<file path="src/rtl/fifo_sync_ext.sv">
// Parametrised single-clock FIFO with occupancy count, programmable almost flags,
// sticky overflow/underflow errors, synchronous flush and FWFT or registered read.
module fifo_sync_ext #(
  parameter int DATA_WIDTH = 8,
  parameter int DEPTH      = 4,
  parameter int AF_LEVEL   = DEPTH - 1,
  parameter int AE_LEVEL   = 1,
  parameter bit FWFT       = 1'b1
) (
  input  logic                         clk,
  input  logic                         rst,
  input  logic                         clear,
  input  logic                         push,
  input  logic [DATA_WIDTH-1:0]        push_data,
  input  logic                         pop,
  output logic [DATA_WIDTH-1:0]        pop_data,
  output logic                         pop_valid,
  output logic                         full,
  output logic                         empty,
  output logic                         almost_full,
  output logic                         almost_empty,
  output logic [$clog2(DEPTH+1)-1:0]   count,
  output logic                         overflow,
  output logic                         underflow
);

  localparam int CW = $clog2(DEPTH + 1);
  localparam int AW = (DEPTH > 1) ? $clog2(DEPTH) : 1;
  localparam logic [AW-1:0] PTR_LAST = AW'(DEPTH - 1);
  localparam logic [AW-1:0] PTR_ONE  = AW'(1);
  localparam logic [CW-1:0] CNT_FULL = CW'(DEPTH);
  localparam logic [CW-1:0] CNT_ONE  = CW'(1);
  localparam logic [CW-1:0] AF_THR   = CW'(AF_LEVEL);
  localparam logic [CW-1:0] AE_THR   = CW'(AE_LEVEL);

  logic [DATA_WIDTH-1:0] r_mem [DEPTH];
  logic [AW-1:0]         r_wptr;
  logic [AW-1:0]         r_rptr;
  logic [CW-1:0]         r_count;
  logic                  r_full;
  logic                  r_empty;
  logic                  r_almost_full;
  logic                  r_almost_empty;
  logic                  r_overflow;
  logic                  r_underflow;

  logic                  w_push_acc;
  logic                  w_pop_acc;
  logic [AW-1:0]         w_wptr_next;
  logic [AW-1:0]         w_rptr_next;
  logic [CW-1:0]         w_count_next;

  // Acceptance looks only at registered flags, so a pop never frees room for a push in the same cycle.
  assign w_push_acc  = push & ~r_full;
  assign w_pop_acc   = pop & ~r_empty;
  assign w_wptr_next = (r_wptr == PTR_LAST) ? '0 : r_wptr + PTR_ONE;
  assign w_rptr_next = (r_rptr == PTR_LAST) ? '0 : r_rptr + PTR_ONE;

  always_comb begin
    w_count_next = r_count;
    case ({w_push_acc, w_pop_acc})
      2'b10:   w_count_next = r_count + CNT_ONE;
      2'b01:   w_count_next = r_count - CNT_ONE;
      default: w_count_next = r_count;
    endcase
  end

  always_ff @(posedge clk) begin
    if (rst || clear) begin
      r_wptr         <= '0;
      r_rptr         <= '0;
      r_count        <= '0;
      r_full         <= 1'b0;
      r_empty        <= 1'b1;
      r_almost_full  <= (AF_LEVEL <= 0);
      r_almost_empty <= 1'b1;
      r_overflow     <= 1'b0;
      r_underflow    <= 1'b0;
    end else begin
      if (w_push_acc) r_wptr <= w_wptr_next;
      if (w_pop_acc)  r_rptr <= w_rptr_next;
      r_count        <= w_count_next;
      r_full         <= (w_count_next == CNT_FULL);
      r_empty        <= (w_count_next == '0);
      r_almost_full  <= (w_count_next >= AF_THR);
      r_almost_empty <= (w_count_next <= AE_THR);
      if (push && r_full)  r_overflow  <= 1'b1;
      if (pop  && r_empty) r_underflow <= 1'b1;
    end
  end

  // Storage is never reset; a flush only rewinds the pointers.
  always_ff @(posedge clk) begin
    if (w_push_acc && !rst && !clear) begin
      r_mem[r_wptr] <= push_data;
    end
  end

  generate
    if (FWFT) begin : g_fwft
      assign pop_data  = r_mem[r_rptr];
      assign pop_valid = ~r_empty;
    end else begin : g_reg_read
      logic [DATA_WIDTH-1:0] r_pop_data;
      logic                  r_pop_valid;

      always_ff @(posedge clk) begin
        if (rst || clear) begin
          r_pop_data  <= '0;
          r_pop_valid <= 1'b0;
        end else begin
          r_pop_valid <= w_pop_acc;
          if (w_pop_acc) r_pop_data <= r_mem[r_rptr];
        end
      end

      assign pop_data  = r_pop_data;
      assign pop_valid = r_pop_valid;
    end
  endgenerate

  assign full         = r_full;
  assign empty        = r_empty;
  assign almost_full  = r_almost_full;
  assign almost_empty = r_almost_empty;
  assign count        = r_count;
  assign overflow     = r_overflow;
  assign underflow    = r_underflow;

endmodule
</file>
<file path="config.mk">
export PLATFORM = sky130hd
export DESIGN_NAME = fifo_sync_ext
export DESIGN_NICKNAME = d
export VERILOG_FILES = /design/src/rtl/fifo_sync_ext.sv
export SDC_FILE = /design/constraint.sdc
export NUM_CORES = 1
export LEC_CHECK = 0
export ABC_AREA = 1
export BUFFER_PORTS_ARGS = -buffer_cell sky130_fd_sc_hd__buf_2
export CORE_UTILIZATION = 54
export DETAILED_ROUTE_END_ITERATION = 10
export PLACE_DENSITY_LB_ADDON = 0.3
export SLEW_MARGIN = 30
export SYNTH_ARGS = -nofsm -noshare
export SYNTH_HDL_FRONTEND = slang
export SYNTH_SLANG_ARGS = --single-unit
</file>
<file path="constraint.sdc">
create_clock -name clk -period 2.2 [get_ports clk]
set_clock_uncertainty 0.05 [all_clocks]
set_input_delay 0.44 -clock clk [delete_from_list [all_inputs] [get_ports clk]]
set_output_delay 0.44 -clock clk [all_outputs]
set_load 0.01 [all_outputs]
</file>
==> results of run 1 <==
==> layout make-up <==
class                           count  area [µm²]
Clock buffer                        6       41.29
Clock inverter                      2       12.51
Fill cell                         284        1174
Inverter                           26       97.59
Multi-Input combinational cell     89       498.0
Sequential cell                    47        1261
Tap cell                           46       57.56
Timing Repair Buffer               36       195.2
==> where the power goes <==
part | total (mW) | switching, mW | internal [mW]
Sequential | 0.967 | 0.00979 | 0.958
Clock | 0.378 | 0.254 | 0.124
Combinational | 0.111 | 0.0670 | 0.0439
Total | 1.46 | 0.331 | 1.13
==> final timing paths <==
| check | from | endpoint | depth (start not counted) |
|---|---|---|---|
| worst min-delay path | push_data[1] | r_mem[0][1]$_DFFE_PP_ | 1 |
| worst min register to register | underflow$_SDFFE_PP0P_ | underflow$_SDFFE_PP0P_ | 2 |
| worst max-delay path | flip-flop | pop_data[0] | 4 |
| worst max register to register | empty$_SDFF_PP1_ | almost_full$_SDFF_PP0_ | 11 |
==> flip-flops by register name (all words and copies together) (netlist names), named ones only <==
register      count
almost_full       1
overflow          1
count             3
r_wptr            2
underflow         1
r_rptr            2
almost_empty      1
r_mem            32
empty             1
full              1
==> per-layer routing <==
layer	GRT usage (%)	up-vias	wire length, µm
li1	-	636	-
met1	20.82	597	1285
met2	33.75	40	1637
met3	6.397	4	175
met4	6.818	0	26
met5	0	-	0
==> per-stage QoR <==
step | setup slack [ns] | cells | power [mW] | util, %
after floorplan | 0.2661 | 164 | 1.052 | -
after global placement | 0.1447 | 244 | 1.094 | 63.22
after detailed placement | 0.08026 | 244 | 1.099 | 63.22
after CTS | 0.1261 | 252 | 1.467 | 64.83
after global routing | 0.01632 | 252 | 1.520 | 64.83
final | 0.1285 | 252 | 1.456 | 64.83
==> logic make-up (layout without fill, tap and decap cells) <==
group / count (synthesis) / after routing / share of synthesized area [%]
AO/OA/AOI/OAI: 33 / 33 / 10.19
XOR/XNOR: 1 / 1 / 0.4661
adder cells (fa/ha/maj): 7 / 7 / 5.060
buffers and inverters: 28 / 70 / 6.391
flip-flops: 47 / 47 / 67.11
AND/OR/NAND/NOR: 48 / 48 / 10.79
==> placed cells by master, fill, tap and decap left out, drive strengths merged <==
| cell type | synthesis | layout |
|---|---|---|
| xnor2 | 1 | 1 |
| o211a | 1 | 1 |
| o21ai | 22 | 22 |
| inv | 26 | 26 |
| clkbuf | 0 | 6 |
| o22ai | 8 | 8 |
| fa | 1 | 1 |
| edfxtp | 32 | 32 |
| nor2 | 28 | 28 |
| nand3 | 4 | 4 |
| nand2 | 15 | 15 |
| nand4 | 1 | 1 |
| a21oi | 2 | 2 |
| ha | 6 | 6 |
| dfxtp | 15 | 15 |
| buf | 2 | 36 |
| clkinv | 0 | 1 |
| clkinvlp | 0 | 1 |
==> metrics.md, run 1 <==
| Metric | Value |
|---|---|
| Status | finished, final reports clean |
| Skew-Pair Late Insertion Delay | between 0.3 and 0.4 ns |
| Final instance area | around 2200 µm² |
| Ys Warns | 0 |
| I/O Buffers | 30 |
| Leak | 0.9307 nW |
| Crit Path Max Fanout | 10 |
| First-pass GRT wire length | 4857 µm |
| Worst EP required | 1.71 ns |
| Via count | ~1300 |
| Hold_buf cts | 0 |
| Top cells by count, synth | edfxtp_1, nor2_1, inv_1, o21ai_0 |
| Gate Count Post-Synth | 164 |
| Post-synthesis sequential area ratio | 67.11% |
| Prevailing post-synth register cell | edfxtp_1 |
| Critical path buffer and inverter count | 2 |
| Maximum clock rate | about 0.48 GHz |
| Initial antenna violation count | 0 |
| CTS tree | yes |
| H-tree Lvls | 2 |
| CP arrival | between 1.5 and 2 ns |
| Final nets | ~230 |
| CTS Buffer Depth | 2 |
| Tmin final | 2.071 ns |
| Syn_nets | 184 |
| Critical Path Slowest Stage Cell | dfxtp_1 |
| Synth top area cells | edfxtp_1, dfxtp_1, nor2_1 |
| Number of synthesized flops with an enable pin | 32 |
| Postcts setup bufs | 0 |
| Initial Util | between 50% and 60% |
| CP Launch Type | flip-flop |
| Die Footprint | 3720 µm² |
| Worst Hold Class | in -> reg |
| Slew Viols, Final | 0 |
| Ports | 31 |
| RSZ-0062 raised after global routing | false |
| Cell with the most instances after synthesis | edfxtp_1 |
| Pin count of the biggest net entering global routing | 17 |
| Post-synth top area share | 51.13% |
| Total Wirelength | 3124 µm |
| Total Routing Usage GR | 18.86% |
| Yosys reg bits | 47 |
| R2R Setup Slk | about 0.28 ns |
| Core Area | 3337 µm² |
| TritonRoute pass-1 iters | 4 |
| Worst Max-Slew Pin Slew | 0.3619 ns |
| Die Width | 61.00 µm |
| Post_cts resized | 0 |
| Clk slew on worst S/H paths | 0.13 ns |
| Mapped Area | 1879 µm² |
| Worst vdd ir | 468.3 µV |
| Setup violators final | 0 |
| Worst hold slack | between 0.2 and 0.3 ns |
| Critical path type | reg -> out |
| Total negative slack | 0 ns |
| Num CTS Buffers | 5 |
| Synth async-reset ratio | 0% |
| Die height | around 61 µm |
| CTS Sinks | 47 |
| Max-Cap Viols | 0 |
| Vias per cell | 5.067 |
| DRC violations left | 0 |
| Post-detail-place hpwl | 2155 µm |
| Diodes inserted | 0 |
| Final ANT Viol Nets | 0 |
| # rows | 21 |
| Syn avg cell area | 11.46 µm² |
| Ratio of cells with drive above 1 in the final layout | a little under a quarter |
| Top cell type by total area after synthesis | edfxtp_1 |
| Final period utilization | 94.16% |
| Clock Tree Root | clkbuf_4 |
| Delay-heaviest family, CP | flip-flops |
| Total congestion overflow | 0 |
| Yosys cell types | 19 |
| Fin. Hold Viols | 0 |
| Vias in the first global route | between 1000 and 1500 |
| 1st-iter DRT viols | 51 |
| Syn-to-layout area delta | 15.11% |
| Crit-path cells | buf_4 > o21ai_0 > o22ai_1 > buf_2 |
| Critical Path Max Stage Delay | 0.56 ns |
| Placed instance area | 2110 µm² |
| PwrDens | between 600 and 700 nW/µm² |
| RePlAce Congestion | 0.7203 |
| Slew headroom | between 70% and 80% |
| CP endpoint kind | primary output |
| Avg WL per Cell | 12.40 µm |
Power figures use the tool's default switching activity.
==> run 2: changes to the inputs <==
--- a/config.mk
+++ b/config.mk
@@ -7,6 +7,7 @@
 export LEC_CHECK = 0
 export ABC_AREA = 1
 export BUFFER_PORTS_ARGS = -buffer_cell sky130_fd_sc_hd__buf_2
+export CORE_ASPECT_RATIO = 0.75
 export CORE_UTILIZATION = 54
 export DETAILED_ROUTE_END_ITERATION = 10
 export PLACE_DENSITY_LB_ADDON = 0.3
==> run 2 against run 1 <==
Global-route usage is 0.99 points higher; sequential cell count stayed put; largest power group unchanged; sequential share of layout area decreased by 1.5 points; critical path type is now reg -> reg.
==> metrics.md, run 2 (synthesis results as in run 1) <==
| Metric | Value |
|---|---|
| Status | finished, final reports clean |
| First-pass GRT wire length | 5237 µm (+7.8%) |
| Max FFs per register | 32 (unchanged) |
| Hold_buf cts | 0 (unchanged) |
| Critical path buffer and inverter count | 3 (+1) |
| Worst r2r src | full$_SDFF_PP0_ |
| CTS tree | yes |
| Critical Path Slowest Stage Cell | fa_1 |
| Worst R2R End | almost_empty$_SDFF_PP1_ |
| DRC violations left | 0 (unchanged) |
| HP Start | push_data[3] |
| Worst EP required | 2.33 ns (+0.62 ns) |
| Post_cts resized | 0 (unchanged) |
| Vias per cell | 5.159 (+1.8%) |
| Pre-CTS setup slack | -0.03307 ns (-0.1133 ns) |
| Critical Path Start | full$_SDFF_PP0_ |
| Crit-path cells | nor2_1 > inv_1 > ha_1 > fa_1 > inv_1 > o21ai_1 > inv_1 > nand3_1 > nand2_1 |
| Worst hold slack | 0.3064 ns (+0.05566 ns) |
| Slew Viols, Final | 0 (unchanged) |
| Tmin final | 2.021 ns (-0.05056 ns) |
| Placed instance area | 2095 µm² (-0.71%) |
| Total congestion overflow | 0 (unchanged) |
| Critical Path Max Stage Delay | 0.48 ns (-0.08 ns) |
| Post-placement cell count | 237 (-2.9%) |
| PwrDens | 789.5 nW/µm² (+17%) |
| Crit Path Max Fanout | 4 (-6) |
| R2R cell count | 9 (-2) |
| Setup violators final | 0 (unchanged) |
| H-tree Lvls | 2 (unchanged) |
| Final nets | 224 (-0.44%) |
| TritonRoute pass-1 iters | 4 (unchanged) |
| Ratio of cells with drive above 1 in the final layout | 23.41% (-0.37 points) |
| Clk slew on worst S/H paths | 0.08 ns (-0.05 ns) |
| Overall power | 1.754 mW (+21%) |
| Area of the multi-input gates | 498.0 µm² (unchanged) |
| Worst Max-Slew Pin Slew | 0.3325 ns (-0.02934 ns) |
| Worst path depth | 9 (+5) |
| CTS Sinks | 47 (unchanged) |
| Leak | 0.9613 nW (+3.3%) |
| CP endpoint kind | flip-flop |
| Final period utilization | 91.86% (-2.3 points) |
| Fin. Hold Viols | 0 (unchanged) |
| Clock Tree Root | clkbuf_8 |
| Reg with most FFs | r_mem |
| Critical path type | reg -> reg |
| Pin count of the biggest net entering global routing | 17 (unchanged) |
| Die Width | 70.12 µm (+15%) |
| R2R Setup Slk | 0.18 ns (-0.10 ns) |
| Total negative slack | 0 ns (unchanged) |
| CTS Buffer Depth | 2 (unchanged) |
| RSZ-0062 raised after global routing | false |
| Via count | 1264 (-1.0%) |
| Core Area | 3311 µm² (-0.79%) |
| Skew-Pair Late Insertion Delay | 0.29 ns (-0.05 ns) |
| Die height | 53.09 µm (-13%) |
| Critical Path End | almost_empty$_SDFF_PP1_ |
| Avg WL per Cell | 13.34 µm (+7.6%) |
| Storage cell area | 1261 µm² (unchanged) |
| 1st-iter DRT viols | 122 (+140%) |
| Initial Util | 56.76% (+0.45 points) |
| Final core utilization | 67.12% (+2.3 points) |
| I/O Buffers | 30 (unchanged) |
| Post-detail-place hpwl | 2321 µm (+7.7%) |
| CP arrival | 2.15 ns (+0.57 ns) |
| Total Routing Usage GR | 19.85% (+0.99 points) |
| Slew headroom | 77.80% (+2.0 points) |
| Commonest non-fill, non-tap cells in the layout | edfxtp_1, buf_2, nor2_1 |
| Max-Cap Viols | 0 (unchanged) |
| Worst vdd ir | 504.8 µV (+7.8%) |
| Num CTS Buffers | 5 (unchanged) |
| Final ANT Viol Nets | 0 (unchanged) |
| Postcts setup bufs | 0 (unchanged) |
| Final non-filler cell total | 245 (-2.8%) |
| Setup ws final | 0.1791 ns (+0.05056 ns) |
| CP most frequent cell | inv_1 |
| Fillers | 253 (-11%) |
| Syn-to-layout area delta | 18.24% |
| Delay-heaviest family, CP | adder cells |
| Initial antenna violation count | 0 (unchanged) |
| Total Wirelength | 3268 µm (+4.6%) |
| CP Launch Type | flip-flop |
| Most common cell after layout, fill and taps aside | edfxtp_1 |
| Vias in the first global route | 1200 (+6.3%) |
| Die Footprint | 3723 µm² (about the same) |
| Worst Hold Class | in -> reg |
| # rows | 18 (-14%) |
| Final instance area | 2222 µm² (+2.7%) |
| Maximum clock rate | 0.4948 GHz (+2.5%) |
| Ports | 31 (unchanged) |
| Diodes inserted | 0 (unchanged) |
| RePlAce Congestion | 0.8285 (+15%) |
## run 2: cell types whose count changed in the layout (fill, tap and decap cells not counted), sizes merged
cell      before  now
clkbuf         6    7
clkinv         1    0
clkinvlp       1    0
bufinv         0    1
buf           36   35
## run 2: per-layer routing
| metal | track usage (%) | share of wire (%) | routed length, µm |
|---|---|---|---|
| met1 | 23.60 | 45 | 1461 |
| met3 | 7.619 | 5.2 | 171 |
| met2 | 32.69 | 49 | 1617 |
| met5 | 0 | 0 | 0 |
| met4 | 8.667 | 0.52 | 17 |
## run 2: power by group
| group | switching [mW] | internal [mW] |
|---|---|---|
| Combinational | 0.0704 | 0.0431 |
| Clock | 0.266 | 0.408 |
| Sequential | 0.00942 | 0.957 |
## run 2: how the worst min path moves through the flow
stage | to | cells past startpoint
after floorplan | r_wptr[0]$_SDFFE_PP0P_ | 2
after global placement | overflow$_SDFFE_PP0P_ | 2
after detailed placement | underflow$_SDFFE_PP0P_ | 2
after CTS | r_mem[0][3]$_DFFE_PP_ | 1
after global routing | r_mem[0][3]$_DFFE_PP_ | 1
final | r_mem[0][3]$_DFFE_PP_ | 1
## run 2: cell type report
class                           count  area share (%)
Clock buffer                        7           4.392
Multi-Input combinational cell     89           22.41
Sequential cell                    47           56.76
Timing Repair Buffer               35           8.446
Clock inverter                      1           1.351
Tap cell                           40           2.252
Inverter                           26           4.392
==> run 3: changes to the inputs <==
--- a/config.mk
+++ b/config.mk
@@ -8,7 +8,7 @@
 export ABC_AREA = 1
 export BUFFER_PORTS_ARGS = -buffer_cell sky130_fd_sc_hd__buf_2
 export CORE_ASPECT_RATIO = 0.75
-export CORE_UTILIZATION = 54
+export CORE_UTILIZATION = 44
 export DETAILED_ROUTE_END_ITERATION = 10
 export PLACE_DENSITY_LB_ADDON = 0.3
 export SLEW_MARGIN = 30
==> run 3 against run 2 <==
Via count is 5.0% lower; critical path depth is 5 lower; combinational power hardly changed; critical path type is now reg -> out; largest cell class unchanged; largest power group unchanged.
==> metrics.md, run 3 (synthesis results as in run 1) <==
| Metric | Value |
|---|---|
| Reg with most FFs | r_mem |
| Worst vdd ir | 469.5 µV (-7.0%) |
| Total Routing Usage GR | 15.91% (-3.9 points) |
| HP Start | push_data[0] |
| Placed instance area | 2128 µm² (+1.6%) |
| Status | finished, final reports clean |
| Net Sw Power | 375.1 µW (+8.3%) |
| Worst Hold Class | in -> reg |
| # rows | 20 (+2) |
| Diodes inserted | 0 (unchanged) |
| CTS tree | yes |
| Die Footprint | 4539 µm² (+22%) |
| First-pass GRT wire length | 5154 µm (-1.6%) |
| Most common cell after layout, fill and taps aside | edfxtp_1 |
| CTS Buffer Depth | 2 (unchanged) |
| Sw frac | 23.38% (+3.6 points) |
| Total congestion overflow | 0 (unchanged) |
| Initial Util | 46.07% (-11 points) |
| Share of power burned in registers | 60.2% (+5.1 points) |
| Worst EP required | 1.71 ns (-0.62 ns) |
| Clock power share | 32.6% (-5.8 points) |
| Ports | 31 (unchanged) |
| R2R Setup Slk | 0.32 ns (+0.14 ns) |
| Initial antenna violation count | 0 (unchanged) |
| Core Area | 4079 µm² (+23%) |
| I/O Buffers | 30 (unchanged) |
| Skew-Pair Late Insertion Delay | 0.30 ns (about the same) |
| PwrDens | 722.0 nW/µm² (-8.6%) |
| Avg WL per Cell | 12.14 µm (-9.0%) |
| Die height | 58.60 µm (+10%) |
| Slew headroom | 73.09% (-4.7 points) |
| Ratio of cells with drive above 1 in the final layout | 24.64% (+1.2 points) |
| Pin count of the biggest net entering global routing | 17 (unchanged) |
| Postcts setup bufs | 0 (unchanged) |
| Worst r2r src | full$_SDFF_PP0_ |
| RePlAce Congestion | 0.8492 (+2.5%) |
| Post_cts resized | 0 (unchanged) |
| H-tree Lvls | 2 (unchanged) |
| Via count | 1201 (-5.0%) |
| Final nets | 226 (+0.89%) |
| Worst Max-Slew Pin Slew | 0.4030 ns (+0.07052 ns) |
| Final instance area | 2222 µm² (unchanged) |
| Commonest non-fill, non-tap cells in the layout | edfxtp_1, buf_2, nor2_1 |
| Logic pwr share | 7.1% (+0.6 points) |
| Syn-to-layout area delta | 18.24% (unchanged) |
| Hold depth | 1 (unchanged) |
| Clk slew on worst S/H paths | 0.09 ns (about the same) |
| Leak | 0.9520 nW (-0.97%) |
| Tmin final | 2.045 ns (+0.02436 ns) |
| 1st-iter DRT viols | 95 (-22%) |
| Fin. Hold Viols | 0 (unchanged) |
| Setup violators final | 0 (unchanged) |
| DRC violations left | 0 (unchanged) |
| Vias in the first global route | 1093 (-8.9%) |
| Total Wirelength | 3181 µm (-2.7%) |
| R2R cell count | 10 (+1) |
| CP Launch Type | flip-flop |
| Die Width | 77.47 µm (+10%) |
| Max-Cap Viols | 0 (unchanged) |
| CP arrival | 1.56 ns (-0.59 ns) |
| RSZ-0062 raised after global routing | false |
| Num CTS Buffers | 5 (unchanged) |
| Crit Path Max Fanout | 16 (+12) |
| Max FFs per register | 32 (unchanged) |
| Final ANT Viol Nets | 0 (unchanged) |
| Final period utilization | 92.97% (+1.1 points) |
| Maximum clock rate | 0.4889 GHz (-1.2%) |
| Hold_buf cts | 0 (unchanged) |
| Internal power | 1.229 mW (-13%) |
| Hold Path Sink | r_mem[1][0]$_DFFE_PP_ |
| Vias per cell | 4.584 (-11%) |
| CTS Sinks | 47 (unchanged) |
| Total negative slack | 0 ns (unchanged) |
| TritonRoute pass-1 iters | 3 (-1) |
| Worst R2R End | almost_full$_SDFF_PP0_ |
| Post-detail-place hpwl | 2158 µm (-7.0%) |
| Clock Tree Root | clkbuf_8 |
| CP endpoint kind | primary output |
| Critical path type | reg -> out |
| Slew Viols, Final | 0 (unchanged) |
==> run 3: changes by cell type in the layout (fill, tap and decap cells not counted), sizes merged <==
cell	previous run	this run
bufinv	1	0
clkbuf	7	5
clkinv	0	2
clkinvlp	0	1
buf	35	37
==> run 3: metrics by stage <==
| step | instances | hold slack, ns | setup WS (ns) | power [mW] | util (%) |
|---|---|---|---|---|---|
| 2_1_floorplan | 164 | 0.4283 | 0.2661 | 1.052 | - |
| 3_3_place_gp | 254 | 0.4061 | 0.1193 | 1.100 | 52.18 |
| 4_1_cts | 262 | 0.2893 | 0.1266 | 1.620 | 54.48 |
| 3_5_place_dp | 254 | 0.4018 | 0.09003 | 1.101 | 52.18 |
| 6_report | 262 | 0.2917 | 0.1547 | 1.604 | 54.48 |
| 5_1_grt | 262 | 0.2862 | 0.04410 | 1.674 | 54.48 |
==> run 3: area by class of cell <==
| class | count | area (µm²) |
|---|---|---|
| Tap cell | 55 | 68.82 |
| Multi-Input combinational cell | 89 | 498.0 |
| Timing Repair Buffer | 37 | 202.7 |
| Sequential cell | 47 | 1261 |
| Fill cell | 378 | 1857 |
| Clock buffer | 5 | 68.82 |
| Inverter | 26 | 97.59 |
| Clock inverter | 3 | 25.02 |
==> run 3: worst max-delay path: stages, from the launching register on <==
cell and delay, ns:
dfxtp_1 0.57, inv_2 0.23, o21ai_0 0.20, o22ai_1 0.10, buf_2 0.14
==> run 3: power groups by stage <==
stage                     Clock (mW)  Sequential [mW]  Combinational [mW]
after global routing           0.576            0.969               0.130
after detailed placement           0            0.987               0.114
after global placement             0            0.987               0.113
after CTS                      0.538            0.967               0.115
final                          0.524            0.966               0.114
after floorplan                    0            0.988              0.0633
==> run 3: per-layer routing <==
layer	routed length [µm]	up-vias	global-route usage, %
met4	78	0	9.704
met3	102	6	4.341
li1	-	632	-
met2	1328	17	22.76
met1	1671	546	21.81
met5	0	-	0
==> run 3: how the worst max path moves through the flow <==
stage                     slack [ns]                      end  cells past startpoint       from
after floorplan                 0.27  almost_empty$_SDFF_PP1_                     10       push
after global placement          0.12         empty$_SDFF_PP1_                     11       push
after detailed placement        0.09         empty$_SDFF_PP1_                     11       push
after CTS                       0.13              pop_data[7]                      4  flip-flop
after global routing            0.04              pop_data[7]                      4  flip-flop
final                           0.15              pop_data[7]                      4  flip-flop
